$ cat src/rtl/bcd_pkg.sv
// rtl/bcd_pkg.sv - shared sizes and FSM state encoding for the BCD-to-binary converter
package bcd_pkg;

  localparam int NDIG  = 6;
  localparam int LANE  = 16;
  localparam int BIN_W = 20;
  // One spare lane on the bus; its bits are never read.
  localparam int BCD_W = (NDIG + 1) * LANE;

  typedef enum logic [1:0] {
    IDLE = 2'd0,
    CONV = 2'd1,
    DONE = 2'd2
  } state_e;

endpackage

$ cat src/rtl/bcd_to_bin_seq_if.sv
// rtl/bcd_to_bin_seq_if.sv - request/result handshake bundle for bcd_to_bin_seq
interface bcd_to_bin_seq_if #(
  parameter int BCD_W = bcd_pkg::BCD_W,
  parameter int BIN_W = bcd_pkg::BIN_W
);

  logic             start_valid;
  logic             start_ready;
  logic [BCD_W-1:0] bcd;
  logic [BIN_W-1:0] bin;
  logic             out_valid;
  logic             out_ready;
  logic             err;

  modport master (
    output start_valid, bcd, out_ready,
    input  start_ready, bin, out_valid, err
  );

  modport slave (
    input  start_valid, bcd, out_ready,
    output start_ready, bin, out_valid, err
  );

endinterface

$ cat src/rtl/bcd_digit_mac.sv
// rtl/bcd_digit_mac.sv - combinational acc*10 + digit, truncated to BIN_W bits
module bcd_digit_mac #(
  parameter int BIN_W = bcd_pkg::BIN_W
) (
  input  logic [BIN_W-1:0] i_acc,
  input  logic [3:0]       i_digit,
  output logic [BIN_W-1:0] o_sum
);

  logic [BIN_W-1:0] w_digit;

  assign w_digit = {{(BIN_W-4){1'b0}}, i_digit};
  assign o_sum   = (i_acc << 3) + (i_acc << 1) + w_digit;

endmodule

$ cat src/rtl/bcd_to_bin_seq.sv
// rtl/bcd_to_bin_seq.sv - sequential BCD-to-binary converter, one digit per cycle, MSD first
module bcd_to_bin_seq #(
  parameter int NDIG  = bcd_pkg::NDIG,
  parameter int LANE  = bcd_pkg::LANE,
  parameter int BIN_W = bcd_pkg::BIN_W
) (
  input  logic             clk,
  input  logic             rst,
  bcd_to_bin_seq_if.slave  bus
);

  import bcd_pkg::*;

  localparam int IDX_W = (NDIG > 1) ? $clog2(NDIG) : 1;

  localparam logic [1:0] ST_IDLE = IDLE;
  localparam logic [1:0] ST_CONV = CONV;
  localparam logic [1:0] ST_DONE = DONE;

  logic [1:0]          r_state;
  logic [NDIG*LANE-1:0] r_bcd;
  logic [BIN_W-1:0]    r_acc;
  logic [BIN_W-1:0]    r_bin;
  logic [IDX_W-1:0]    r_idx;
  logic                r_err;

  logic [LANE-1:0]     w_lane;
  logic                w_lane_bad;
  logic [BIN_W-1:0]    w_mac;

  always_comb begin
    w_lane = '0;
    for (int i = 0; i < NDIG; i++) begin
      if (r_idx == IDX_W'(i)) w_lane = r_bcd[i*LANE +: LANE];
    end
  end

  // The whole lane is range-checked, but only its low nibble feeds the sum.
  assign w_lane_bad = (w_lane > LANE'(9));

  bcd_digit_mac #(.BIN_W(BIN_W)) u_mac (
    .i_acc   (r_acc),
    .i_digit (w_lane[3:0]),
    .o_sum   (w_mac)
  );

  always_ff @(posedge clk) begin
    if (rst) begin
      r_state <= ST_IDLE;
      r_bcd   <= '0;
      r_acc   <= '0;
      r_bin   <= '0;
      r_idx   <= '0;
      r_err   <= 1'b0;
    end else begin
      case (r_state)
        ST_IDLE: begin
          if (bus.start_valid) begin
            r_bcd   <= bus.bcd[NDIG*LANE-1:0];
            r_acc   <= '0;
            r_err   <= 1'b0;
            r_idx   <= IDX_W'(NDIG-1);
            r_state <= ST_CONV;
          end
        end
        ST_CONV: begin
          r_acc <= w_mac;
          if (w_lane_bad) r_err <= 1'b1;
          if (r_idx == '0) begin
            r_bin   <= w_mac;
            r_state <= ST_DONE;
          end else begin
            r_idx <= r_idx - 1'b1;
          end
        end
        ST_DONE: begin
          if (bus.out_ready) r_state <= ST_IDLE;
        end
        default: r_state <= ST_IDLE;
      endcase
    end
  end

  assign bus.start_ready = (r_state == ST_IDLE);
  assign bus.out_valid   = (r_state == ST_DONE);
  assign bus.bin         = r_bin;
  assign bus.err         = r_err;

endmodule

$ cat src/flat_wrapper.sv
// flat-port wrapper written by rule: the top's interface ports become plain ports
module bcd_to_bin_seq_flat import bcd_pkg::*;
#(
  parameter int NDIG  = bcd_pkg::NDIG,
  parameter int LANE  = bcd_pkg::LANE,
  parameter int BIN_W = bcd_pkg::BIN_W
)
  (clk, rst, bus_start_valid, bus_bcd, bus_out_ready, bus_start_ready, bus_bin, bus_out_valid, bus_err);
  bcd_to_bin_seq_if #(.BIN_W(BIN_W)) bus_i ();
  input  logic clk;
  input  logic rst;
  input wire logic [$bits(bus_i.start_valid)-1:0] bus_start_valid;
  input wire logic [$bits(bus_i.bcd)-1:0] bus_bcd;
  input wire logic [$bits(bus_i.out_ready)-1:0] bus_out_ready;
  output wire logic [$bits(bus_i.start_ready)-1:0] bus_start_ready;
  output wire logic [$bits(bus_i.bin)-1:0] bus_bin;
  output wire logic [$bits(bus_i.out_valid)-1:0] bus_out_valid;
  output wire logic [$bits(bus_i.err)-1:0] bus_err;
  assign bus_i.start_valid = bus_start_valid;
  assign bus_i.bcd = bus_bcd;
  assign bus_i.out_ready = bus_out_ready;
  assign bus_start_ready = bus_i.start_ready;
  assign bus_bin = bus_i.bin;
  assign bus_out_valid = bus_i.out_valid;
  assign bus_err = bus_i.err;
  bcd_to_bin_seq #(.NDIG(NDIG), .LANE(LANE), .BIN_W(BIN_W)) u_core (.clk(clk), .rst(rst), .bus(bus_i));
endmodule
$ cat config.mk
export PLATFORM = sky130hd
export DESIGN_NAME = bcd_to_bin_seq_flat
export DESIGN_NICKNAME = d
export VERILOG_FILES = /design/src/rtl/bcd_pkg.sv /design/src/rtl/bcd_to_bin_seq_if.sv /design/src/rtl/bcd_digit_mac.sv /design/src/rtl/bcd_to_bin_seq.sv /design/src/flat_wrapper.sv
export SDC_FILE = /design/constraint.sdc
export NUM_CORES = 1
export LEC_CHECK = 0
export BUFFER_PORTS_ARGS = -buffer_cell sky130_fd_sc_hd__buf_2
export CORE_AREA = 3 3 104 126
export DETAILED_ROUTE_END_ITERATION = 7
export DIE_AREA = 0 0 107 129
export MAX_ROUTING_LAYER = met4
export PLACE_DENSITY = 0.78
export SETUP_SLACK_MARGIN = 0.4
export SYNTH_ARGS = -nofsm -noshare
export SYNTH_HDL_FRONTEND = slang
export SYNTH_SLANG_ARGS = --single-unit
$ cat constraint.sdc
create_clock -name clk -period 4.7 [get_ports clk]
set_input_delay 0.47 -clock clk [delete_from_list [all_inputs] [get_ports clk]]
set_output_delay 0.47 -clock clk [all_outputs]
set_load 0.05 [all_outputs]
# After elaboration in Yosys (flattened, before gate mapping)
# Cells that the tools add are included.
[classes]
addsub = 3
n_lt_le_gt_ge = 1
eq_ne = 12
muxes = 18
reduce_logical = 9
[op_table]
columns = ["operator", "count"]
rows = [
  ["two-way mux 16 bit", 6],
  ["one-hot mux 19 bit (2 select lines)", 1],
  ["adder 20 bit", 1],
  ["adder 20 x 4 -> 20 bit", 1],
  ["two-way mux 19 bit", 1],
  ["> comparator 16 x 4 -> 1 bit, second input constant", 1],
  ["AND reduction 3 bit", 3],
  ["equality test 3 x 2 -> 1 bit, second input constant", 2],
  ["equality test 3 bit, second input constant", 2],
  ["two-way mux 2 bit", 3],
  ["two-way mux 3 bit", 2],
  ["inequality test 2 bit, second input constant", 3],
  ["one-hot mux 2 bit (3 select lines)", 1],
  ["one-hot mux 3 bit (2 select lines)", 1],
  ["AND reduction 2 bit", 3],
  ["inequality test 2 x 1 -> 1 bit, second input constant", 2],
  ["equality test 3 x 1 -> 1 bit, second input constant", 1],
  ["logical NOT 3 bit", 1],
  ["subtractor 3 x 1 -> 3 bit, second input constant", 1],
  ["equality test 2 x 1 -> 1 bit, second input constant", 1],
  ["equality test 2 bit, second input constant", 1],
  ["logical NOT 2 bit", 1],
  ["two-way mux 1 bit", 2],
  ["one-hot mux 1 bit (2 select lines)", 1],
  ["nonzero test 2 bit", 1],
]
[totals]
reg_bits = 141
inputBits = 116
out_inout_bits = 23
wordCells = 49

# Longest topological paths before layout
# Gate-level depths: netlist of the first run.
[logic_depth]
word_depth = 10
depth_mapped = 19
ltp_nobuf = 18

# Cells and area by module
# A second synthesis of the first run with hierarchy kept.
[unflattened]
cells_unflattened = 880
area_unflattened_um2 = 6713.9
[by_module_without_submodules]
columns = ["mod", "instances", "cells_per_inst", "area_per_inst_um2", "seq_area_each_um2"]
rows = [
  ["bcd_to_bin_seq", 1, 726, 5524.0, 2842.7],
  ["bcd_digit_mac", 1, 154, 1189.9, 0.0],
]

# Worst setup path after synthesis of the first run
# No wires, ideal clock.
[synth_path]
path_kind = "flip-flop to flip-flop"
startpoint = "reg u_core.r_idx[1]"
endpoint = "reg u_core.r_bin[18] (netlist: u_core.bus.bin[18])"
setup_time_ns = 0.062
arrival_ns = 3.805
required_time_ns = 4.638
slack_ns = 0.833
stages_incl_launch_ff = 18
n_path_buf = 2
synth_period_minus_slack_ns = 3.867
path_cell_list = "dfxtp_1 > inv_1 > ha_1 > clkbuf_1 > clkbuf_1 > nor2_1 > a21oi_1 > mux2i_1 > fa_1 > inv_1 > fa_1 > nand2b_1 > a21o_1 > a211oi_2 > o41ai_2 > o21a_1 > or4_1 > nand3_1"
[synth_between]
elab_chain_len = 8
elab_cells_between_ends = 14
cone_classes = "1 x add/sub; 5 x eq/ne; 6 x mux; 2 x reduce/logical"
[synth_lines]
columns = ["element", "line_no", "text"]
rows = [
  ["start, declared", "bcd_to_bin_seq.sv:24", "logic [IDX_W-1:0] r_idx;"],
  ["start signal, assigned", "bcd_to_bin_seq.sv:62", "r_idx <= IDX_W'(NDIG-1);"],
  ["start signal, assigned", "bcd_to_bin_seq.sv:73", "r_idx <= r_idx - 1'b1;"],
  ["logical NOT 3 bit", "bcd_to_bin_seq.sv:34, bcd_to_bin_seq.sv:69", ""],
  ["two-way mux 16 bit (6 in a row)", "bcd_to_bin_seq.sv:34", "if (r_idx == IDX_W'(i)) w_lane = r_bcd[i*LANE +: LANE];"],
  ["adder 20 x 4 -> 20 bit", "bcd_digit_mac.sv:13", "assign o_sum = (i_acc << 3) + (i_acc << 1) + w_digit;"],
  ["end signal, assigned", "bcd_to_bin_seq.sv:70", "r_bin <= w_mac;"],
  ["end, declared", "bcd_to_bin_seq.sv:23", "logic [BIN_W-1:0] r_bin;"],
]
# Several ways; a longest one is shown, not always the timed one.
# A chain may end at the register's enable or synchronous reset.

# Final worst setup path of the first run
# Ends and elaborated chain as after synthesis.

==> run metrics, run 1 <==
leakage power=3.31 nW; Post-Syn Instances=816; Setup Crit Path Kind=flop to flop; maximum fanout encountered on the critical timing path=14; Seq/Total Area, Yosys=0.440; number of design rule violations left after detail routing=0; post-synthesis cell area=6410 um^2; Initial Util=0.532; critical path arrival=between 4 and 5 ns; Reg clk slew, reported paths=0.06 ns; number of max-slew violations in the final report=0; first-pass GRT wire length=between 20,000 and 30,000 um; path category of the worst min-delay check=primary input to flop; flop and latch count out of synthesis=between 100 and 150; maximum root-to-sink buffer count=2; run status=finished, final reports clean; portion of total power attributed to combinational logic=0.162; number of max-capacitance violations reported=0; RD Place Congestion=0.842; CP required=roughly 5.1 ns; count of flip-flops with a built-in enable after synthesis=0; relative slew slack=0.264; latest clock arrival within the worst-skew pair=around 0.4 ns; critical path endpoint category=flop; number of endpoints failing setup at the final stage=0; filler instances=between 1,000 and 1,500; IO Pins=between 100 and 150; total area of sequential cells=2820 um^2; average detailed-routed wire length per instance=roughly 14 um; part of the total power dissipated in the clock network=0.421; P&R area growth vs syn=20.5%; measured slew at the worst slew-check pin=about 1.1 ns; internal power consumption=~2.3 mW; total number of vias=between 5,000 and 6,000; P per Cell Area=about 420 nW/um^2; startpoint class of the critical path=flop; Antenna diodes=0; number of standard-cell rows in the floorplan=44; final cell area excluding filler cells=between 7000 and 8000 um^2; number of buffers created by CTS=17; number of detailed-routing iterations run before antenna repair=5; library cells used by synthesis=49; Final ANT Viol Nets=0; post-route fraction of the period consumed by the critical path=0.864; Synth async-reset ratio=0; share of the synthesized area in the top cell type=0.440; RSZ-0062 raised after global routing=false; Net Switching=about 0.89 mW; ratio of cells with drive above 1 in the final layout=0.184; minimum period implied by the final worst setup slack=4.06 ns; # clock sinks=141; number of I/O port buffers=about 120; number of antenna violations at the first check in global routing=0; part of the total power dissipated in sequential elements=0.417; worst ir drop on vdd=between 0.2 and 0.25 mV; H-Tree Depth=4; number of endpoints with negative hold slack in the final report=0; Worst Clk Skew=between 0.007 and 0.008 ns; detailed-placement wirelength estimate=10,500 um; overall die height=about 130 um; core region area=12,100 um^2; area occupied by multi-input gates=3390 um^2; Net Count, Synth=just under 1,000; number of DRC violations after detailed-routing iteration 0=384; routed vias/inst=5.47; Warnings, synthesis=0; overall track demand over capacity in global routing=0.243; cell types occupying the most area after synthesis=dfxtp_1 (44%), nand2_1 (14%), a21oi_1 (11%); share of total power consumed by net switching=0.278; Total Die Area=around 14,000 um^2; clock root buffer master=clkbuf_16; mean cell area of the mapped netlist=7.86 um^2; Power Total=around 3.2 mW; cell type contributing the most total cell area after synthesis=dfxtp_1; via count of the first global-routing pass=roughly 5,600; dominant synthesized flop cell=dfxtp_1; total wirelength of the detailed-routed design=between 15,000 and 20,000 um; total grt overflow=0; CTS tree=built; Total Neg Setup Slack=0 ns; die width=~110 um; NumNets Final=about 1,100; maximum number of pins on one net before global-route repair=around 110; Fmax achieved=roughly 0.25 GHz; placed instance area=slightly above 7000 um^2
==> cell usage in the layout, fill, tap and decap left out, drive strengths merged, types with 8 or more instances in the layout <==
cell      n
a211oi    9
a21oi   143
buf     130
clkbuf   20
dfxtp   141
ha       39
inv       8
nand2   246
nand3    13
nor2     38
nor4     12
o21ai    16
xnor2    11
==> worst max-delay path, cell delays in order, from the launching register on <==
cell	delay, ns
dfxtp_1	0.34
inv_2	0.09
ha_2	0.18
buf_6	0.15
nand3b_1	0.11
a21oi_1	0.07
a21oi_1	0.12
nor2_1	0.06
a21oi_2	0.14
mux2i_2	0.11
fa_1	0.59
inv_1	0.07
fa_2	0.39
nand2b_1	0.17
a21o_1	0.23
a211oi_2	0.30
o41ai_2	0.14
o21a_1	0.23
or4_1	0.41
nand3_1	0.09
==> state kept, by name (all words and copies together), names as in the netlist <==
| signal | count |
|---|---|
| u_core.r_state | 2 |
| u_core.bus.err | 1 |
| u_core.r_bcd | 96 |
| u_core.r_acc | 19 |
| u_core.r_idx | 3 |
| u_core.bus.bin | 20 |
==> layout make-up <==
cell class                      instances  share of cell area
Clock buffer                           20              0.0591
Clock inverter                         10              0.0183
Inverter                                8             0.00389
Multi-Input combinational cell        617               0.439
Sequential cell                       141               0.365
Tap cell                              161              0.0261
Timing Repair Buffer                  130              0.0876
==> path summary, 6_finish.rpt <==
path         slack, ns                 end              start  depth (start not counted)
max               0.64  u_core.bus.bin[18]    u_core.r_idx[1]                         19
min               0.29    u_core.r_bcd[25]        bus_bcd[25]                          3
max reg2reg       0.64  u_core.bus.bin[18]    u_core.r_idx[1]                         19
min reg2reg       0.45   u_core.bus.bin[9]  u_core.bus.bin[9]                          2
==> through the flow <==
step	util	hold WS, ns	setup WS (ns)	instances
final	0.641	0.286	0.640	1087
after global routing	0.641	0.285	0.439	1087
after CTS	0.638	0.279	0.605	1085
after detailed placement	0.588	0.443	0.626	1055
after global placement	0.588	0.439	0.701	1055
after floorplan	-	0.429	0.833	816
==> synthesized netlist by cell type, types with 3 or more instances <==
library cell / n
nor2b_1: 6
nand4_1: 6
nor4_1: 12
a21o_1: 6
nand3_1: 13
a221oi_1: 4
nand3b_1: 5
a211oi_1: 8
nand2b_1: 7
o21ai_0: 15
ha_1: 39
and2_1: 3
xor2_1: 7
inv_1: 8
nor3_1: 3
a21oi_1: 143
buf_2: 3
a22o_1: 7
or4_1: 3
nand2_1: 246
o21a_1: 3
xnor2_1: 11
buf_1: 5
a31oi_1: 3
nor2_1: 38
dfxtp_1: 141
clkbuf_1: 42
==> cells by family (layout without fill, tap and decap cells) <==
logic type / count (synthesis) / after routing / synth area share
simple gates: 350 / 350 / 0.231
compound gates: 206 / 206 / 0.184
flops: 141 / 141 / 0.440
buf+inv: 58 / 168 / 0.0345
fa+ha+maj: 41 / 41 / 0.0824
xor+xnor: 18 / 18 / 0.0246
mux: 2 / 2 / 0.00312
==> repair_timing <==
item / in CTS / in global routing
buffers inserted: 0 / 2
hold endpoints to repair: 0 / 0
hold buffers: 0 / 0
endpoints found under the setup margin: 0 / 4
gates resized for setup: 0 / 9
==> power by group through the flow <==
| stage | clock (mW) | combinational, mW | sequential (mW) |
|---|---|---|---|
| 2_1_floorplan | 0 | 0.340 | 1.38 |
| 3_5_place_dp | 0 | 0.513 | 1.36 |
| 5_1_grt | 1.42 | 0.583 | 1.35 |
| 6_report | 1.35 | 0.520 | 1.34 |
| 3_3_place_gp | 0 | 0.504 | 1.36 |
| 4_1_cts | 1.37 | 0.516 | 1.34 |
==> metal layers <==
| layer | part of all wire | vias up | global-route usage |
|---|---|---|---|
| li1 | - | 2997 | - |
| met1 | 0.43 | 2759 | 0.295 |
| met2 | 0.50 | 163 | 0.407 |
| met3 | 0.045 | 29 | 0.0386 |
| met4 | 0.019 | 0 | 0.0933 |
| met5 | 0 | - | - |
(Power assumes the default switching activity.)
==> run 2: changes to the inputs <==
CORE_AREA = 3 3 113 115   (was 3 3 104 126)
DIE_AREA = 0 0 116 118   (was 0 0 107 129)
PLACE_DENSITY = 0.79   (was 0.78)
==> run 2 against run 1 <==
Power increased by 1.3%. Via count is 1.5% lower. Design area about the same. Utilization is 0.76 points higher. Fmax grew 0.85%. Sequential cell count did not move. Combinational power barely moved. Critical path type unchanged. Highest routed layer unchanged.
==> run metrics, run 2 (same netlist as run 1, synthesis figures left out) <==
run status=finished, final reports clean; setup slack on the worst flop-to-flop path=slightly below 0.7 ns; Reg clk slew, reported paths=0.06 ns; Hold Crit Depth=3; minimum period implied by the final worst setup slack=about 4.0 ns; ratio of cells with drive above 1 in the final layout=0.183; detailed-placement wirelength estimate=approximately 10,000 um; number of endpoints failing setup at the final stage=0; total area of sequential cells=about 2800 um^2; latest clock arrival within the worst-skew pair=between 0.4 and 0.5 ns; largest register by flop count=u_core.r_bcd; filler instances=between 1,000 and 1,500; via count of the first global-routing pass=5,638; reg-to-reg startpoint=u_core.r_idx[0]; P per Cell Area=~420 nW/um^2; clock root buffer master=clkbuf_16; Fmax achieved=between 0.2 and 0.25 GHz; Power Total=between 3 and 4 mW; leakage power=between 3 and 4 nW; Total Die Area=~14,000 um^2; Net Switching=~0.93 mW; number of I/O port buffers=approximately 120; Setup Crit Path Kind=flop to flop; worst ir drop on vdd=just under 0.3 mV; maximum root-to-sink buffer count=2; Largest register FFs=96; number of endpoints with negative hold slack in the final report=0; internal power consumption=~2.3 mW; path category of the worst min-delay check=primary input to flop; critical path arrival=between 4 and 5 ns; core region area=approximately 12,000 um^2; Hold EP=u_core.r_bcd[8]; P&R area growth vs syn=20.4%; first-pass GRT wire length=roughly 25,000 um; leading cell type in the layout, fill and taps excluded=nand2_1; final core utilization=0.648; endpoint of the lowest-slack register-to-register path=u_core.bus.bin[18]; part of the total power dissipated in sequential elements=0.411; number of max-capacitance violations reported=0; number of standard-cell rows in the floorplan=40; global routing usage on met2=0.377; Total Neg Setup Slack=0 ns; RSZ-0062 raised after global routing=false; top library cells by usage in the layout, fill and taps aside=nand2_1 (245), a21oi_1 (142), dfxtp_1 (139), buf_2 (121), nor2_1 (38); measured slew at the worst slew-check pin=around 1.1 ns; post-route fraction of the period consumed by the critical path=0.857; part of the total power dissipated in the clock network=0.428; area occupied by multi-input gates=3410 um^2; number of detailed-routing iterations run before antenna repair=4; portion of total power attributed to combinational logic=0.161; CTS tree=built; number of antenna violations at the first check in global routing=1; length in cells of the worst reg-to-reg path=17; CP required=just over 5 ns; IO Pins=139; GRT Max-Usage Layer=met2; hold-fix buffers at CTS=0; overall die height=118 um; met1 track demand over resource=0.290; total wirelength of the detailed-routed design=between 15,000 and 20,000 um; total grt overflow=0; number of design rule violations left after detail routing=0; number of max-slew violations in the final report=0; beginning of the worst hold path=bus_bcd[8]; relative slew slack=0.284; Final ANT Viol Nets=0; critical path endpoint category=flop; overall track demand over capacity in global routing=0.234; die width=approximately 120 um; maximum number of pins on one net before global-route repair=between 100 and 150; average detailed-routed wire length per instance=approximately 14 um; maximum fanout encountered on the critical timing path=12; Worst Clk Skew=about 0.013 ns; total number of vias=a little under 6,000; startpoint class of the critical path=flop; RD Place Congestion=slightly above 0.9; number of DRC violations after detailed-routing iteration 0=363; H-Tree Depth=4; Initial Util=0.538; GR Util met3=0.0509; share of total power consumed by net switching=0.285; NumNets Final=1,069; worst hold margin=approximately 0.28 ns; number of buffers created by CTS=17; routed vias/inst=between 5 and 6; # clock sinks=~140
==> run 2: worst max path at each step <==
stage                               to             from  slack (ns)
finish              u_core.bus.bin[18]  u_core.r_idx[0]        0.67
global route        u_core.bus.bin[18]  u_core.r_idx[0]        0.43
CTS                 u_core.bus.bin[18]  u_core.r_idx[0]        0.51
floorplan           u_core.bus.bin[18]  u_core.r_idx[1]        0.83
detailed placement  u_core.bus.bin[18]  u_core.r_idx[0]        0.53
global placement    u_core.bus.bin[18]  u_core.r_idx[0]        0.58
==> run 2: area by class of cell <==
| class | count | share of cell area |
|---|---|---|
| Antenna cell | 1 | 0.000324 |
| Clock buffer | 19 | 0.0574 |
| Clock inverter | 13 | 0.0230 |
| Inverter | 8 | 0.00389 |
| Multi-Input combinational cell | 617 | 0.441 |
| Sequential cell | 141 | 0.366 |
| Tap cell | 147 | 0.0238 |
| Timing Repair Buffer | 127 | 0.0843 |
==> run 2: metrics by stage <==
| step | cell area (um^2) | std cells | worst slack (ns) |
|---|---|---|---|
| 2_1_floorplan | 6410 | 816 | 0.833 |
| 3_3_place_gp | 7060 | 1040 | 0.583 |
| 3_5_place_dp | 7060 | 1040 | 0.528 |
| 4_1_cts | 7680 | 1072 | 0.509 |
| 5_1_grt | 7720 | 1073 | 0.433 |
| 6_report | 7720 | 1073 | 0.674 |
==> run 2: metal layers <==
metal	up-vias	routed length (um)
met4	0	299
met3	29	790
met5	-	0
met2	145	7510
li1	2980	-
met1	2705	6660
==> run 2: critical path, cell delays in order, from the launching register on <==
cell      delay [ns]
dfxtp_2         0.35
inv_1           0.15
ha_2            0.34
a21oi_1         0.06
a21oi_1         0.12
nor2_1          0.05
a21oi_1         0.13
mux2i_1         0.13
fa_1            0.55
inv_1           0.07
fa_1            0.46
nand2b_1        0.18
a21o_1          0.20
a211oi_2        0.31
o41ai_2         0.13
o21a_1          0.24
or4_1           0.41
nand3_1         0.09
==> run 2: power by group through the flow <==
stage                     registers [mW]  logic, mW  clock network [mW]
after global placement              1.36      0.501                   0
after CTS                           1.34      0.514                1.42
after global routing                1.35      0.586                1.47
final                               1.34      0.523                1.39
after floorplan                     1.38      0.340                   0
after detailed placement            1.36      0.509                   0
==> run 2: repair_timing <==
action                     CTS  global route
setup endpoints to repair    0             5
resized for setup            0             9
setup buffers                0             0
==> run 3: changes to the inputs <==
CORE_AREA = 3 3 119 121   (was 3 3 113 115)
DIE_AREA = 0 0 122 124   (was 0 0 116 118)
PLACE_DENSITY = 0.75   (was 0.79)
clock period = 3.6 ns   (was 4.7 ns; I/O delays follow)
==> run 3 against run 2 <==
The run now ends with negative setup slack left. Sequential share of layout area decreased by 2.4 points. Clock skew is 0.0068 ns lower. Sequential cell count is the same. Die area rose by 11%. Global-route usage fell by 1.1 points. Combinational power is 47% higher. Design area grew 7.2%. Clock-buffer cell count shrank 1. Clock power rose by 34%. Sequential power increased by 31%. Worst setup slack got worse by 0.69 ns. Critical path depth stayed put.
==> run metrics, run 3 (same netlist as run 1, synthesis figures left out) <==
P per Cell Area=529 nW/um^2; portion of total power attributed to combinational logic=0.176; measured slew at the worst slew-check pin=1.10 ns; area occupied by multi-input gates=roughly 3600 um^2; Largest register FFs=between 90 and 100; leakage power=3.55 nW; via count of the first global-routing pass=roughly 5,600; part of the total power dissipated in the clock network=0.424; top library cells by usage in the layout, fill and taps aside=nand2_1 (243), dfxtp_1 (139), a21oi_1 (137), buf_2 (121), nor2_1 (37); overall die height=around 120 um; number of max-slew violations in the final report=0; maximum root-to-sink buffer count=2; CP required=3.96 ns; average detailed-routed wire length per instance=roughly 15 um; hold-fix buffers at CTS=0; RD Place Congestion=approximately 0.90; maximum fanout encountered on the critical timing path=6; post-route fraction of the period consumed by the critical path=1.00; run status=complete, but fails checks; Antenna diodes=0; core region area=approximately 13,000 um^2; clock root buffer master=clkbuf_16; worst setup slack before clock tree synthesis=-0.0437 ns; Total Neg Setup Slack=-0.0115 ns; filler instances=approximately 1,200; H-Tree Depth=4; number of design rule violations left after detail routing=0; number of endpoints failing setup at the final stage=2; minimum period implied by the final worst setup slack=between 3 and 4 ns; Initial Util=0.486; largest register by flop count=u_core.r_bcd; Total Die Area=15,100 um^2; part of the total power dissipated in sequential elements=0.400; total wirelength of the detailed-routed design=between 15,000 and 20,000 um; number of endpoints with negative hold slack in the final report=0; first-pass GRT wire length=between 20,000 and 30,000 um; internal power consumption=3.15 mW; NumNets Final=1,102; number of placed instances, taps included=1,090; number of standard cells in the layout, taps in and fillers out=around 1,100; relative slew slack=0.264; startpoint class of the critical path=flop; violations in the final reports=negative setup slack; detailed-placement wirelength estimate=11,100 um; path category of the worst min-delay check=primary input to flop; Net Switching=~1.2 mW; ratio of cells with drive above 1 in the final layout=0.244; critical path arrival=just under 4 ns; Power Total=about 4.4 mW; critical path endpoint category=flop; number of antenna violations at the first check in global routing=0; CTS tree=built; routed vias/inst=between 5 and 6; die width=122 um; final setup slack of the worst path=-0.0114 ns; P&R area growth vs syn=29.1%; latest clock arrival within the worst-skew pair=roughly 0.42 ns; total grt overflow=0; number of I/O port buffers=~120; overall track demand over capacity in global routing=0.223; number of max-capacitance violations reported=0; number of standard-cell rows in the floorplan=42; number of detailed-routing iterations run before antenna repair=5; number of DRC violations after detailed-routing iteration 0=between 300 and 400; Fmax achieved=roughly 0.28 GHz; maximum number of pins on one net before global-route repair=approximately 110; # clock sinks=141; number of buffers created by CTS=17; total area of sequential cells=between 2000 and 3000 um^2; IO Pins=between 100 and 150; total number of vias=a little over 6,000; Worst Clk Skew=~0.0067 ns; Final ANT Viol Nets=0; worst ir drop on vdd=~0.42 mV; leading cell type in the layout, fill and taps excluded=nand2_1; Setup Crit Path Kind=flop to flop; final core utilization=0.627; share of total power consumed by net switching=0.281; Reg clk slew, reported paths=roughly 0.060 ns; RSZ-0062 raised after global routing=true
run 3: cell count changes in the layout (fill, tap and decap cells not counted), moves of 4 or more:
cell	previous run	this run
xnor2_2	0	4
ha_1	36	32
a21oi_1	142	137
xnor2_1	11	7
a21oi_2	1	5
inv_6	5	1
o21ai_1	1	11
buf_4	6	34
o21ai_0	15	4
buf_6	0	5
run 3: final cells by class:
class	count	area share
Timing Repair Buffer	160	0.111
Multi-Input combinational cell	617	0.440
Sequential cell	141	0.342
Clock buffer	18	0.0531
Clock inverter	14	0.0230
Inverter	8	0.00423
Tap cell	176	0.0266
run 3: power groups by stage:
| stage | sequential, mW | clock, mW | combinational [mW] |
|---|---|---|---|
| 4_1_cts | 1.75 | 1.88 | 0.759 |
| 3_3_place_gp | 1.78 | 0 | 0.705 |
| 3_5_place_dp | 1.78 | 0 | 0.715 |
| 2_1_floorplan | 1.80 | 0 | 0.456 |
| 5_1_grt | 1.76 | 1.94 | 0.859 |
| 6_report | 1.75 | 1.86 | 0.771 |
run 3: critical path: stages (launching register included):
cell and delay [ns]:
dfxtp_4 0.38, inv_4 0.05, ha_4 0.17, a21oi_1 0.14, o21ai_1 0.09, a221oi_2 0.30, a21oi_2 0.07, ha_1 0.31
ha_2 0.18, inv_1 0.06, fa_2 0.38, nand2b_4 0.15, a21o_1 0.20, a211oi_4 0.28, o41ai_2 0.14, o21a_1 0.19
or4_1 0.39, nand3_1 0.08
run 3: metrics by stage:
| stage | area, um^2 | hold slack (ns) |
|---|---|---|
| 2_1_floorplan | 6470 | 0.429 |
| 3_3_place_gp | 7290 | 0.437 |
| 3_5_place_dp | 7290 | 0.445 |
| 4_1_cts | 8130 | 0.155 |
| 5_1_grt | 8280 | 0.165 |
| 6_report | 8280 | 0.172 |
run 3: worst paths after layout:
check	from	to	slack, ns	cells after the start
min	bus_bcd[25]	u_core.r_bcd[25]	0.17	3
max	u_core.r_idx[1]	u_core.bus.bin[18]	-0.01	17
max reg2reg	u_core.r_idx[1]	u_core.bus.bin[18]	-0.01	17
min reg2reg	u_core.r_bcd[7]	u_core.r_bcd[7]	0.45	2
run 3: routing by layer:
metal | GRT usage | routed length, um
met5 | - | 0
met1 | 0.274 | 7210
met4 | 0.0826 | 393
met2 | 0.365 | 8230
met3 | 0.0486 | 749
run 3: what timing repair did:
action / CTS / global route
endpoints found under the hold margin: 0 / 0
setup endpoints to repair: 25 / 25
pin swaps: 32 / 18
buffers inserted: 8 / 4
gates resized for setup: 37 / 21
